<file path="src/rtl/id_stage_pkg.sv">
// Shared decode constants and types for the ID stage.
// RTL operation codes, operation classes, instruction groups and field values.
package id_stage_pkg;

    localparam int RTLOP_W   = 4;
    localparam int RTLTYPE_W = 2;
    localparam int REG_BUS   = 5;

    localparam logic [REG_BUS-1:0] REG_X0 = 5'd0;

    localparam logic [RTLOP_W-1:0] RTLOP_ADD  = 4'b0000;
    localparam logic [RTLOP_W-1:0] RTLOP_SLL  = 4'b0001;
    localparam logic [RTLOP_W-1:0] RTLOP_SLT  = 4'b0010;
    localparam logic [RTLOP_W-1:0] RTLOP_SLTU = 4'b0011;
    localparam logic [RTLOP_W-1:0] RTLOP_XOR  = 4'b0100;
    localparam logic [RTLOP_W-1:0] RTLOP_SHR  = 4'b0101;
    localparam logic [RTLOP_W-1:0] RTLOP_OR   = 4'b0110;
    localparam logic [RTLOP_W-1:0] RTLOP_AND  = 4'b0111;
    localparam logic [RTLOP_W-1:0] RTLOP_SUB  = 4'b1000;
    localparam logic [RTLOP_W-1:0] RTLOP_SAR  = 4'b1101;

    localparam logic [RTLTYPE_W-1:0] RTLTYPE_ARICH = 2'd0;
    localparam logic [RTLTYPE_W-1:0] RTLTYPE_LOGIC = 2'd1;
    localparam logic [RTLTYPE_W-1:0] RTLTYPE_SHIFT = 2'd2;

    typedef enum logic [6:0] {
        INSTRGROUP_I     = 7'b0010011,
        INSTRGROUP_R     = 7'b0110011,
        INSTRGROUP_LUI   = 7'b0110111,
        INSTRGROUP_AUIPC = 7'b0010111
    } instrgroup_e;

    localparam logic [2:0] FUNCT3_ADD  = 3'b000;
    localparam logic [2:0] FUNCT3_SLL  = 3'b001;
    localparam logic [2:0] FUNCT3_SLT  = 3'b010;
    localparam logic [2:0] FUNCT3_SLTU = 3'b011;
    localparam logic [2:0] FUNCT3_XOR  = 3'b100;
    localparam logic [2:0] FUNCT3_SR   = 3'b101;
    localparam logic [2:0] FUNCT3_OR   = 3'b110;
    localparam logic [2:0] FUNCT3_AND  = 3'b111;

    localparam logic [6:0] FUNCT7_ZERO = 7'b0000000;
    localparam logic [6:0] FUNCT7_SUB  = 7'b0100000;
    localparam logic [6:0] FUNCT7_SAR  = 7'b0100000;

    typedef enum logic [1:0] {
        SRC1_RS,
        SRC1_ZERO,
        SRC1_PC
    } src1_sel_e;

    typedef enum logic [1:0] {
        SRC2_RS,
        SRC2_IMM_I,
        SRC2_IMM_U
    } src2_sel_e;

    function automatic logic [RTLTYPE_W-1:0] rtltype_of(
        input logic [RTLOP_W-1:0] op
    );
        logic [RTLTYPE_W-1:0] t;
        unique case (op)
            RTLOP_SLL, RTLOP_SHR, RTLOP_SAR: t = RTLTYPE_SHIFT;
            RTLOP_XOR, RTLOP_OR, RTLOP_AND:  t = RTLTYPE_LOGIC;
            default:                         t = RTLTYPE_ARICH;
        endcase
        return t;
    endfunction

endpackage

</file>
<file path="src/rtl/id_fwd_mux.sv">
// Priority forwarding selector for one source operand.
// Lowest index (youngest) matching source wins; x0 is never forwarded.
module id_fwd_mux
    import id_stage_pkg::*;
#(
    parameter int XLEN       = 32,
    parameter int FWD_STAGES = 2
) (
    input  logic [REG_BUS-1:0]            rs,
    input  logic [XLEN-1:0]               rf_data,
    input  logic [REG_BUS*FWD_STAGES-1:0] fwd_waddr,
    input  logic [XLEN*FWD_STAGES-1:0]    fwd_wdata,
    input  logic [FWD_STAGES-1:0]         fwd_pending,
    output logic [XLEN-1:0]               data,
    output logic                          pending
);

    logic hit;

    // first matching source decides; a pending winner falls back to RF data
    always_comb begin
        data    = rf_data;
        pending = 1'b0;
        hit     = 1'b0;
        for (int i = 0; i < FWD_STAGES; i++) begin
            if (!hit && rs != REG_X0 &&
                fwd_waddr[i*REG_BUS +: REG_BUS] == rs) begin
                hit     = 1'b1;
                pending = fwd_pending[i];
                if (!fwd_pending[i]) begin
                    data = fwd_wdata[i*XLEN +: XLEN];
                end
            end
        end
        if (rs == REG_X0) begin
            data = '0;
        end
    end

endmodule

</file>
<file path="src/rtl/id_stage.sv">
// Decode stage for OP-IMM, OP, LUI and AUIPC with operand forwarding.
// Holds the ID/EX slot behind a valid/ready handshake and counts stalls.
module id_stage
    import id_stage_pkg::*;
#(
    parameter int XLEN        = 32,
    parameter int FWD_STAGES  = 2,
    parameter int STALL_CNT_W = 16
) (
    input  logic                          clk,
    input  logic                          rst,
    input  logic                          in_valid_i,
    output logic                          in_ready_o,
    input  logic [31:0]                   instr_i,
    input  logic [XLEN-1:0]               pc_i,
    output logic [REG_BUS-1:0]            gprs_raddr1,
    output logic [REG_BUS-1:0]            gprs_raddr2,
    input  logic [XLEN-1:0]               gprs_rdata1_i,
    input  logic [XLEN-1:0]               gprs_rdata2_i,
    input  logic [REG_BUS*FWD_STAGES-1:0] fwd_waddr_i,
    input  logic [XLEN*FWD_STAGES-1:0]    fwd_wdata_i,
    input  logic [FWD_STAGES-1:0]         fwd_pending_i,
    input  logic                          flush_i,
    output logic                          out_valid_o,
    input  logic                          out_ready_i,
    output logic [RTLOP_W-1:0]            rtlop_o,
    output logic [RTLTYPE_W-1:0]          rtltype_o,
    output logic [XLEN-1:0]               pc_o,
    output logic [XLEN-1:0]               src1_o,
    output logic [XLEN-1:0]               src2_o,
    output logic [REG_BUS-1:0]            gprs_waddr_o,
    output logic                          illegal_o,
    output logic                          error_o,
    output logic [STALL_CNT_W-1:0]        stall_cnt_o
);

    logic [6:0]         opcode;
    logic [2:0]         funct3;
    logic [6:0]         funct7;
    logic [REG_BUS-1:0] rd;
    logic [REG_BUS-1:0] rs1;
    logic [REG_BUS-1:0] rs2;
    logic [31:0]        u_imm32;
    logic [XLEN-1:0]    imm_i;
    logic [XLEN-1:0]    imm_u;

    logic               dec_illegal;
    logic               use_rs1;
    logic               use_rs2;
    logic [RTLOP_W-1:0] dec_op;
    src1_sel_e          src1_sel;
    src2_sel_e          src2_sel;

    logic [XLEN-1:0]    op1_data;
    logic [XLEN-1:0]    op2_data;
    logic               op1_pending;
    logic               op2_pending;
    logic [XLEN-1:0]    src1_val;
    logic [XLEN-1:0]    src2_val;

    logic               hazard;
    logic               slot_free;
    logic               xfer;

    assign opcode  = instr_i[6:0];
    assign rd      = instr_i[11:7];
    assign funct3  = instr_i[14:12];
    assign rs1     = instr_i[19:15];
    assign rs2     = instr_i[24:20];
    assign funct7  = instr_i[31:25];
    assign u_imm32 = {instr_i[31:12], 12'b0};
    assign imm_i   = {{(XLEN-12){instr_i[31]}}, instr_i[31:20]};
    assign imm_u   = {{(XLEN-31){u_imm32[31]}}, u_imm32[30:0]};

    assign gprs_raddr1 = rs1;
    assign gprs_raddr2 = rs2;

    // instruction group and funct field decode
    always_comb begin
        dec_illegal = 1'b0;
        use_rs1     = 1'b0;
        use_rs2     = 1'b0;
        dec_op      = RTLOP_ADD;
        src1_sel    = SRC1_RS;
        src2_sel    = SRC2_RS;
        unique case (1'b1)
            opcode == INSTRGROUP_I: begin
                use_rs1  = 1'b1;
                src2_sel = SRC2_IMM_I;
                dec_op   = {1'b0, funct3};
                if (funct3 == FUNCT3_SLL && funct7 != FUNCT7_ZERO) begin
                    dec_illegal = 1'b1;
                end
                if (funct3 == FUNCT3_SR) begin
                    if (funct7 == FUNCT7_ZERO) begin
                        dec_op = RTLOP_SHR;
                    end else if (funct7 == FUNCT7_SAR) begin
                        dec_op = RTLOP_SAR;
                    end else begin
                        dec_illegal = 1'b1;
                    end
                end
            end
            opcode == INSTRGROUP_R: begin
                use_rs1 = 1'b1;
                use_rs2 = 1'b1;
                dec_op  = {1'b0, funct3};
                if (funct3 == FUNCT3_ADD) begin
                    if (funct7 == FUNCT7_SUB) begin
                        dec_op = RTLOP_SUB;
                    end else if (funct7 != FUNCT7_ZERO) begin
                        dec_illegal = 1'b1;
                    end
                end else if (funct3 == FUNCT3_SR) begin
                    if (funct7 == FUNCT7_ZERO) begin
                        dec_op = RTLOP_SHR;
                    end else if (funct7 == FUNCT7_SAR) begin
                        dec_op = RTLOP_SAR;
                    end else begin
                        dec_illegal = 1'b1;
                    end
                end else if (funct7 != FUNCT7_ZERO) begin
                    dec_illegal = 1'b1;
                end
            end
            opcode == INSTRGROUP_LUI: begin
                src1_sel = SRC1_ZERO;
                src2_sel = SRC2_IMM_U;
            end
            opcode == INSTRGROUP_AUIPC: begin
                src1_sel = SRC1_PC;
                src2_sel = SRC2_IMM_U;
            end
            default: begin
                dec_illegal = 1'b1;
            end
        endcase
        if (dec_illegal) begin
            dec_op = RTLOP_ADD;
        end
    end

    id_fwd_mux #(
        .XLEN       (XLEN),
        .FWD_STAGES (FWD_STAGES)
    ) u_fwd1 (
        .rs          (rs1),
        .rf_data     (gprs_rdata1_i),
        .fwd_waddr   (fwd_waddr_i),
        .fwd_wdata   (fwd_wdata_i),
        .fwd_pending (fwd_pending_i),
        .data        (op1_data),
        .pending     (op1_pending)
    );

    id_fwd_mux #(
        .XLEN       (XLEN),
        .FWD_STAGES (FWD_STAGES)
    ) u_fwd2 (
        .rs          (rs2),
        .rf_data     (gprs_rdata2_i),
        .fwd_waddr   (fwd_waddr_i),
        .fwd_wdata   (fwd_wdata_i),
        .fwd_pending (fwd_pending_i),
        .data        (op2_data),
        .pending     (op2_pending)
    );

    // operand source selection
    always_comb begin
        unique case (src1_sel)
            SRC1_RS:   src1_val = op1_data;
            SRC1_ZERO: src1_val = '0;
            SRC1_PC:   src1_val = pc_i;
            default:   src1_val = '0;
        endcase
        unique case (src2_sel)
            SRC2_RS:    src2_val = op2_data;
            SRC2_IMM_I: src2_val = imm_i;
            SRC2_IMM_U: src2_val = imm_u;
            default:    src2_val = '0;
        endcase
    end

    assign hazard = in_valid_i &&
                    ((use_rs1 && op1_pending) ||
                     (use_rs2 && op2_pending));

    assign slot_free  = !out_valid_o || out_ready_i;
    assign in_ready_o = slot_free && !hazard && !flush_i;
    assign xfer       = in_valid_i && in_ready_o;

    // ID/EX slot: flush first, then load, then drain when consumed
    always_ff @(posedge clk) begin
        if (rst) begin
            out_valid_o  <= 1'b0;
            illegal_o    <= 1'b0;
            error_o      <= 1'b0;
            rtlop_o      <= RTLOP_ADD;
            rtltype_o    <= RTLTYPE_ARICH;
            pc_o         <= '0;
            src1_o       <= '0;
            src2_o       <= '0;
            gprs_waddr_o <= REG_X0;
        end else if (flush_i) begin
            out_valid_o <= 1'b0;
            illegal_o   <= 1'b0;
        end else if (xfer) begin
            out_valid_o  <= 1'b1;
            illegal_o    <= dec_illegal;
            rtlop_o      <= dec_op;
            rtltype_o    <= rtltype_of(dec_op);
            pc_o         <= pc_i;
            src1_o       <= src1_val;
            src2_o       <= src2_val;
            gprs_waddr_o <= dec_illegal ? REG_X0 : rd;
            if (dec_illegal) begin
                error_o <= 1'b1;
            end
        end else if (slot_free) begin
            out_valid_o <= 1'b0;
        end
    end

    // saturating count of interlock cycles
    always_ff @(posedge clk) begin
        if (rst) begin
            stall_cnt_o <= '0;
        end else if (hazard && !flush_i && stall_cnt_o != '1) begin
            stall_cnt_o <= stall_cnt_o + STALL_CNT_W'(1);
        end
    end

endmodule

</file>
<file path="config.mk">
export PLATFORM = sky130hd
export DESIGN_NAME = id_stage
export DESIGN_NICKNAME = d
export VERILOG_FILES = /design/src/rtl/id_stage_pkg.sv /design/src/rtl/id_fwd_mux.sv /design/src/rtl/id_stage.sv
export SDC_FILE = /design/constraint.sdc
export NUM_CORES = 1
export LEC_CHECK = 0
export ABC_CLOCK_PERIOD_IN_PS = 3450
export CAP_MARGIN = 15
export CORE_UTILIZATION = 37
export CTS_CLUSTER_DIAMETER = 30
export DETAILED_ROUTE_END_ITERATION = 16
export PLACE_DENSITY = 0.77
export SYNTH_ARGS = -nofsm -noshare
export SYNTH_HDL_FRONTEND = slang
export SYNTH_SLANG_ARGS = --single-unit
</file>
<file path="constraint.sdc">
create_clock -name clk -period 3.45 [get_ports clk]
set_input_delay 1.035 -clock clk [delete_from_list [all_inputs] [get_ports clk]]
set_output_delay 1.035 -clock clk [all_outputs]
set_load 0.05 [all_outputs]
</file>
==> results_tabular.tex, run 1 <==
\begin{tabular}{lr}
\hline
Metric & Value \\
\hline
\multicolumn{2}{l}{\textbf{Worst setup path}} \\
\quad CP Data Arrival Time & 2.69 ns \\
\quad Crit path capture & in\_ready\_o \\
\quad Data required, critical path & 2.41 ns \\
\quad Critical Path Start Type & input pin \\
\quad End of the worst register-to-register path & stall\_cnt\_o[13] \\
\quad Startpoint of the most critical setup path & fwd\_waddr\_i[1] \\
\quad Crit end category & output pin \\
\quad Setup slack of the worst register-to-register path & 1.12 ns \\
\quad Path depth of the worst reg2reg path & 7 \\
\quad CP cell instances & buf\_2 -> xor2\_1 -> or3\_4 -> o31a\_1 -> a32oi\_2 -> o32a\_4 -> and2\_4 -> buf\_12 \\
\quad Startpoint of the most critical register-to-register path & stall\_cnt\_o[8] \\
\quad Largest fanout of any net on the critical path & 3 \\
\quad WS Path Type & input pin to output pin \\
\quad Cell type of the slowest stage on the worst timing path & or3\_4 \\
\quad Worst stage delay on the critical path & 0.41 ns \\
\multicolumn{2}{l}{\textbf{Synthesis}} \\
\quad Cell area after synthesis & 0.00712 mm2 \\
\quad Most area-consuming cells after synthesis & dfxtp\_1, mux2\_2, a21oi\_1 \\
\quad EDFF count, synth & 0 \\
\quad Post-synthesis cell type with the largest combined area & dfxtp\_1 \\
\quad Largest family of logic cells by synthesized area & compound AO/OA/AOI/OAI gates \\
\quad Compound-gate portion of the synthesized area & 30.2\% \\
\quad Count of mapped cells out of synthesis & 837 \\
\quad Synthesized-area fraction occupied by adder cells & 0.176\% \\
\quad Most instantiated cells after synthesis & dfxtp\_1, a21oi\_1, o21ai\_0, nand2\_1, o211ai\_1 \\
\quad Synth Net Count & 1047 \\
\quad Multiplexer fraction of the synthesized cell area & 10.5\% \\
\quad Async S/R FF share, synth & 0\% \\
\quad Post-synth top flop & dfxtp\_1 \\
\quad Area share of xor/xnor cells in the synthesized design & 2.58\% \\
\quad Sequential area share after synthesis & 35.4\% \\
\quad Area share of the leading cell type in the synthesized netlist & 35.4\% \\
\quad Yosys warns & 0 \\
\quad Most frequent cell after synthesis & dfxtp\_1 \\
\quad Average size of a mapped cell & 8.51 um2 \\
\quad Synthesized-area fraction occupied by and/or/nand/nor cells & 14.3\% \\
\quad Count of unique library cells instantiated by Yosys & 53 \\
\quad Flops \& latches, synth & 126 \\
\multicolumn{2}{l}{\textbf{Floorplanning}} \\
\quad Die X-Extent & 141 um \\
\quad Area of the die & 0.0198 mm2 \\
\quad Core box area & 0.0188 mm2 \\
\quad Starting Density & 37.9\% \\
\quad Number of primary I/O pins & 346 \\
\quad Number of rows in the core area & 50 \\
\quad Vertical die dimension & 141 um \\
\multicolumn{2}{l}{\textbf{Power and ir drop}} \\
\quad Net switching fraction of the power & 31.1\% \\
\quad Power per cell area & 368 mW/mm2 \\
\quad Reg power frac & 33.2\% \\
\quad Leakage dissipation & 0.00474 uW \\
\quad Internal & 3240 uW \\
\quad Peak VDD IR & 0.000337 V \\
\quad Switching component of the power & 1460 uW \\
\quad Combinational cell fraction of total power & 26.3\% \\
\quad Clock network fraction of design power & 40.5\% \\
\multicolumn{2}{l}{\textbf{Timing}} \\
\quad Slew Limit Fails & 0 \\
\quad Transition time of the tightest slew-check pin & 0.955 ns \\
\quad Max-Slew Margin vs Limit & 36.0\% \\
\quad Unrepaired setup endpoints after global routing & true \\
\quad Fmax & 0.268 GHz \\
\quad Fin Hold WS & 0.458 ns \\
\quad Final setup violation count & 6 \\
\quad Minimum clock period after layout & 3.73 ns \\
\quad Portion of the clock cycle consumed by the worst path in the final layout & 108\% \\
\quad Crit path setup slack, layout & -0.276 ns \\
\quad Hold violation count in the final report & 0 \\
\quad Sum of negative setup slack & -0.424 ns \\
\quad Worst setup skew after layout & 0.0102 ns \\
\multicolumn{2}{l}{\textbf{Drt}} \\
\quad Initial DRC count & 900 \\
\quad Number of vias in the routed layout & 9020 \\
\quad Number of nets with antenna violations after routing & 0 \\
\quad Vias per cell & 6.04 \\
\quad Number of optimization iterations in the first detailed-route pass & 8 \\
\quad Routed wirelength normalized by instance count & 24.0 um \\
\quad Total length of routed wires & 35.8 mm \\
\quad DR DRC count & 0 \\
\multicolumn{2}{l}{\textbf{Placed design}} \\
\quad Post-DP HPWL & 25.0 mm \\
\quad Number of I/O port buffers & 345 \\
\quad Global placement routability congestion & 0.980 \\
\quad Instance area at placement & 0.0115 mm2 \\
\multicolumn{2}{l}{\textbf{Global routing}} \\
\quad Maximum number of pins on one net before global-route repair & 55 \\
\quad Met3 global-route usage & 10.8\% \\
\quad Initial antenna violation count & 2 \\
\quad First-pass GRT wire length & 51.8 mm \\
\quad Via count of the first global-routing pass & 8848 \\
\quad Grt met1 use & 41.0\% \\
\quad Busiest layer in global routing & met2 \\
\quad Total overflow reported by the global router & 0 \\
\quad Global-route met2 utilization & 55.0\% \\
\quad Global routing usage summed across all routing layers & 34.6\% \\
\multicolumn{2}{l}{\textbf{Run status}} \\
\quad Violated checks & setup timing \\
\quad Outcome & complete, but fails checks \\
\multicolumn{2}{l}{\textbf{Clock network}} \\
\quad Inserted Clock Buffers & 17 \\
\quad CTS tree & done \\
\quad Post-CTS Hold Fix Bufs & 0 \\
\quad Clock-pin transition on the worst setup and hold timing paths & 0.06 ns \\
\quad Worst-case clock buffer depth & 2 \\
\quad Cell at the root of the clock tree & clkbuf\_16 \\
\quad CTS sink count & 126 \\
\quad H-tree lvl count & 4 \\
\quad Clock insertion delay at the later pin of the skew report & 0.43 ns \\
\multicolumn{2}{l}{\textbf{Layout}} \\
\quad Post-route design area & 0.0128 mm2 \\
\quad \# nets final & 1453 \\
\quad Proportion of layout cells with a drive suffix above 1 & 23.7\% \\
\quad P\&R area growth vs syn & 79.4\% \\
\multicolumn{2}{l}{\textbf{Hold path}} \\
\quad Min-delay worst type & flop to flop \\
\multicolumn{2}{l}{\textbf{Run}} \\
\quad MaxCap Viol Count & 0 \\
\hline
\end{tabular}
worst min-delay path by stage:
stage	cells after the start	slack (ns)	to	startpoint
2_1_floorplan	2	0.67	illegal_o	illegal_o
3_3_place_gp	2	0.45	illegal_o	illegal_o
3_5_place_dp	2	0.45	illegal_o	illegal_o
4_1_cts	2	0.46	illegal_o	illegal_o
5_1_grt	2	0.49	pc_o[30]	pc_o[30]
6_report	2	0.46	illegal_o	illegal_o
power by group through the flow:
stage                     sequential, uW  combinational [uW]  clock, uW
after detailed placement            1590                1150          0
after CTS                           1560                1190       1900
after global routing                1570                1280       1970
after floorplan                     1810                 307          0
after global placement              1590                1150          0
final                               1560                1230       1900
cell families (layout without fill, tap and decap cells):
| group | Yosys count | in the layout |
|---|---|---|
| buffers and inverters | 99 | 518 |
| AO/OA/AOI/OAI | 321 | 321 |
| AND/OR/NAND/NOR | 200 | 200 |
| other | 0 | 3 |
| XOR/XNOR | 21 | 21 |
| flip-flops | 126 | 126 |
| adder cells (fa/ha/maj) | 1 | 1 |
| multiplexers | 69 | 69 |
what timing repair did:
item                                   4_1_cts  5_1_grt
setup endpoints to repair                   10      109
buffers inserted                            23       13
pin swaps                                   22       48
gates resized for setup                     86       68
endpoints found under the hold margin        0        0
gates cloned                                 3        5
critical path: cells and delay by family:
family / cells / cell delay [ns]
buf+inv: 2 / 0.24
xor+xnor: 1 / 0.15
compound gates: 3 / 0.71
simple gates: 2 / 0.56
metrics by stage:
stage / util [%] / setup WS [ns] / power [uW] / std cells
6_report: 68.1 / -0.276 / 4700 / 1493
5_1_grt: 68.1 / -0.324 / 4810 / 1492
4_1_cts: 66.3 / -0.295 / 4650 / 1476
3_5_place_dp: 61.5 / -0.660 / 2740 / 1419
3_3_place_gp: 61.5 / -0.600 / 2730 / 1419
2_1_floorplan: - / -0.217 / 2120 / 837
layer usage:
metal	up-vias	part of all wire (%)	routed length, um
met1	4254	38	13600
met2	560	45	16200
met4	0	6.3	2250
li1	4060	-	-
met3	146	10	3760
met5	-	0	0
state kept, by name (all words and copies together) (netlist names):
name	flops
stall_cnt_o	16
rtlop_o	4
error_o	1
illegal_o	1
gprs_waddr_o	5
rtltype_o	2
pc_o	32
src1_o	32
out_valid_o	1
src2_o	32
area by class of cell:
cell class,instances,area [um2]
Clock buffer,17,425
Multi-Input combinational cell,612,4390
Antenna cell,3,7.51
Timing Repair Buffer,481,4940
Inverter,5,18.8
Tap cell,234,293
Clock inverter,15,184
Sequential cell,126,2520
Fill cell,1480,5990
cell usage in the layout, fill, tap and decap left out, types with 6 or more instances in the layout:
cell type,netlist,final
a211oi_1,15,11
a21oi_1,89,89
a221oi_2,0,6
a222oi_1,25,25
a311oi_1,19,19
a31o_2,9,9
a32o_1,11,11
and2_1,13,11
buf_12,0,30
buf_2,20,8
buf_4,11,100
buf_6,6,16
clkbuf_16,0,21
clkdlybuf4s50_1,0,307
dfxtp_1,126,126
dlygate4sd2_1,0,7
mux2_2,46,42
mux2i_1,22,21
nand2_1,63,62
nand3_1,41,37
nand4_1,9,9
nor2_1,14,10
nor2b_1,7,6
nor3_1,13,10
nor4_1,8,6
o211ai_1,53,53
o21ai_0,70,56
o21ai_1,7,21
or3_1,10,9
or4_1,6,6
xnor2_1,10,7
xor2_1,11,8
No activity file was read; power rests on OpenSTA's default activity.
==> run 2, diff against run 1 <==
--- a/config.mk
+++ b/config.mk
@@ -7,8 +7,10 @@
 export LEC_CHECK = 0
-export ABC_CLOCK_PERIOD_IN_PS = 3450
+export ABC_CLOCK_PERIOD_IN_PS = 4690
 export CAP_MARGIN = 15
-export CORE_UTILIZATION = 37
+export CORE_AREA = 2 2 133 135
 export CTS_CLUSTER_DIAMETER = 30
 export DETAILED_ROUTE_END_ITERATION = 16
-export PLACE_DENSITY = 0.77
+export DIE_AREA = 0 0 135 137
+export PLACE_DENSITY = 0.82
+export SETUP_SLACK_MARGIN = 0.3
 export SYNTH_ARGS = -nofsm -noshare
==> constraint.sdc (replaced) <==
create_clock -name clk -period 4.69 [get_ports clk]
set_input_delay 1.407 -clock clk [delete_from_list [all_inputs] [get_ports clk]]
set_output_delay 1.407 -clock clk [all_outputs]
set_load 0.02 [all_outputs]
==> results_tabular.tex, run 2 (synthesis gave the netlist of run 1 again) <==
\begin{tabular}{lr}
\hline
Metric & Value \\
\hline
\multicolumn{2}{l}{\textbf{Run status}} \\
\quad Outcome & finished clean \\
\multicolumn{2}{l}{\textbf{Run}} \\
\quad MaxCap Viol Count & 0 (unchanged) \\
\multicolumn{2}{l}{\textbf{Layout}} \\
\quad Largest registers in the final layout & pc\_o (32), src1\_o (32), src2\_o (32) \\
\quad Most frequent cells in the layout & clkdlybuf4s50\_1, dfxtp\_1, a21oi\_1 \\
\quad Filler instances & 1416 (-4.3\%) \\
\quad \# nets final & 1386 (-4.6\%) \\
\quad ANT cells & 0 (-3) \\
\quad Finished Core Util & 68.4\% (+0.32 points) \\
\quad Proportion of layout cells with a drive suffix above 1 & 16.5\% (-7.2 points) \\
\quad Fin cells & 1414 (-5.3\%) \\
\quad Most common cell after layout, fill and taps aside & clkdlybuf4s50\_1 \\
\quad P\&R area growth vs syn & 63.8\% \\
\multicolumn{2}{l}{\textbf{Global routing}} \\
\quad Global routing usage summed across all routing layers & 35.9\% (+1.3 points) \\
\quad First-pass GRT wire length & 50.2 mm (-3.1\%) \\
\quad Via count of the first global-routing pass & 8295 (-6.3\%) \\
\quad Initial antenna violation count & 0 (-2) \\
\quad Maximum number of pins on one net before global-route repair & 60 (+9.1\%) \\
\quad Total overflow reported by the global router & 0 (unchanged) \\
\multicolumn{2}{l}{\textbf{Clock network}} \\
\quad CTS tree & done \\
\quad Cell at the root of the clock tree & clkbuf\_16 \\
\quad CTS sink count & 126 (unchanged) \\
\quad Clock insertion delay at the later pin of the skew report & 0.43 ns (about the same) \\
\quad H-tree lvl count & 4 (unchanged) \\
\quad Post-CTS Hold Fix Bufs & 0 (unchanged) \\
\quad Inserted Clock Buffers & 17 (unchanged) \\
\quad Clock-pin transition on the worst setup and hold timing paths & 0.06 ns (about the same) \\
\quad Worst-case clock buffer depth & 2 (unchanged) \\
\multicolumn{2}{l}{\textbf{Timing}} \\
\quad Fmax & 0.225 GHz \\
\quad Portion of the clock cycle consumed by the worst path in the final layout & 94.6\% \\
\quad Slew Limit Fails & 0 (unchanged) \\
\quad Crit path setup slack, layout & 0.254 ns (+0.530 ns) \\
\quad Final setup violation count & 0 (-6) \\
\quad Unrepaired setup endpoints after global routing & true \\
\quad Max-Slew Margin vs Limit & 30.9\% (-5.1 points) \\
\quad Hold violation count in the final report & 0 (unchanged) \\
\quad Minimum clock period after layout & 4.44 ns \\
\quad Transition time of the tightest slew-check pin & 1.03 ns (+0.0768 ns) \\
\quad Worst setup skew after layout & 0.00710 ns (-0.00312 ns) \\
\quad Fin Hold WS & 0.470 ns (+0.0115 ns) \\
\multicolumn{2}{l}{\textbf{Worst setup path}} \\
\quad Kind of cell adding the most delay to the critical path & compound AO/OA/AOI/OAI gates \\
\quad CP Data Arrival Time & 3.03 ns (+0.34 ns) \\
\quad Combined buffer and inverter count along the critical path & 2 (unchanged) \\
\quad Worst stage delay on the critical path & 0.39 ns (-0.02 ns) \\
\quad Setup slack of the worst register-to-register path & 2.08 ns (+0.96 ns) \\
\quad Critical Path Start Type & input pin \\
\quad WS Path Type & input pin to output pin \\
\quad Data required, critical path & 3.28 ns (+0.87 ns) \\
\quad Cell type of the slowest stage on the worst timing path & or3\_4 \\
\quad Largest fanout of any net on the critical path & 2 (-1) \\
\quad Crit end category & output pin \\
\quad CP cell instances & buf\_2 -> xor2\_1 -> or3\_4 -> o31a\_1 -> a32oi\_2 -> o32a\_4 -> and2\_4 -> buf\_6 \\
\multicolumn{2}{l}{\textbf{Drt}} \\
\quad Number of nets with antenna violations after routing & 0 (unchanged) \\
\quad Number of vias in the routed layout & 8668 (-3.9\%) \\
\quad Initial DRC count & 761 (-15\%) \\
\quad DR DRC count & 0 (unchanged) \\
\quad Number of optimization iterations in the first detailed-route pass & 6 (-2) \\
\quad Total length of routed wires & 34.0 mm (-5.1\%) \\
\quad Vias per cell & 6.13 (+1.5\%) \\
\quad Routed wirelength normalized by instance count & 24.0 um (+0.20\%) \\
\multicolumn{2}{l}{\textbf{Placed design}} \\
\quad Setup slack after placement & -0.623 ns (+0.0370 ns) \\
\quad Cell total after placement & 1378 (-2.9\%) \\
\quad Post-DP HPWL & 24.7 mm (-0.94\%) \\
\quad Global placement routability congestion & 0.982 (+0.18\%) \\
\quad Number of I/O port buffers & 345 (unchanged) \\
\multicolumn{2}{l}{\textbf{Floorplanning}} \\
\quad Vertical die dimension & 137 um (-2.7\%) \\
\quad Die X-Extent & 135 um (-4.1\%) \\
\quad Area of the die & 0.0185 mm2 (-6.6\%) \\
\quad Core box area & 0.0171 mm2 (-9.1\%) \\
\quad Number of primary I/O pins & 346 (unchanged) \\
\quad Number of rows in the core area & 48 (-4.0\%) \\
\quad Starting Density & 41.8\% (+3.8 points) \\
\multicolumn{2}{l}{\textbf{Power and ir drop}} \\
\quad Combinational cell fraction of total power & 21.9\% (-4.4 points) \\
\quad Switching component of the power & 903 uW (-38\%) \\
\quad Power per cell area & 277 mW/mm2 (-25\%) \\
\quad Clock network fraction of design power & 42.7\% (+2.2 points) \\
\quad Total power draw & 3240 uW (-31\%) \\
\quad Internal & 2330 uW (-28\%) \\
\quad Leakage dissipation & 0.00419 uW (-12\%) \\
\quad Reg power frac & 35.4\% (+2.2 points) \\
\quad Net switching fraction of the power & 27.9\% (-3.2 points) \\
\quad Peak VDD IR & 0.000312 V (-7.3\%) \\
\multicolumn{2}{l}{\textbf{Hold path}} \\
\quad Min-delay worst type & flop to flop \\
\hline
\end{tabular}
==> run 2: repair_timing <==
item	in CTS	in global routing
pin swaps	12	9
resized for setup	66	14
gates cloned	0	0
setup buffers	2	1
endpoints found under the setup margin	1	1
==> run 2: per-layer routing <==
layer	up-vias	track usage (%)	part of all wire [%]
met4	0	15.1	3.6
li1	3908	-	-
met5	-	0	0
met1	4200	44.1	38
met3	75	9.56	9.8
met2	485	59.5	48
==> run 2: metrics by stage <==
step | setup TNS (ns) | area [um2]
floorplan | 0 | 7140
global placement | -0.584 | 11000
detailed placement | -0.623 | 11000
CTS | 0 | 11600
global route | 0 | 11700
finish | 0 | 11700
==> run 2: final timing paths <==
| check | start | end | cells after the start |
|---|---|---|---|
| max reg2reg | stall_cnt_o[7] | stall_cnt_o[13] | 7 |
| min | illegal_o | illegal_o | 2 |
| max | fwd_waddr_i[1] | in_ready_o | 8 |
| min reg2reg | illegal_o | illegal_o | 2 |
==> run 2: power by group through the flow <==
stage | sequential [uW] | combinational (uW) | clock, uW
after floorplan | 1220 | 214 | 0
after global placement | 1160 | 687 | 0
after detailed placement | 1170 | 694 | 0
after CTS | 1140 | 698 | 1380
after global routing | 1150 | 745 | 1440
final | 1140 | 710 | 1380
==> run 2: worst reg2reg max path: stages, from the launching register on <==
cell and delay (ns):
dfxtp_1 0.35, and4_1 0.24, and3_1 0.21, and3_1 0.24, a31oi_2 0.37, nand4_1 0.42, nor3b_1 0.32, mux2_2 0.35
==> run 2: final cells by class <==
class / count / area, um2 / share of cell area, %
Inverter: 5 / 18.8 / 0.161
Timing Repair Buffer: 414 / 4000 / 34.3
Multi-Input combinational cell: 612 / 4240 / 36.3
Tap cell: 225 / 282 / 2.41
Sequential cell: 126 / 2520 / 21.6
Clock inverter: 14 / 165 / 1.42
Clock buffer: 18 / 439 / 3.76
==> run 3, diff against run 2 <==
CTS_CLUSTER_SIZE = 8   (was default)
==> results of run 3 <==
Final layout, timing and power as in run 2 (identical DEF).
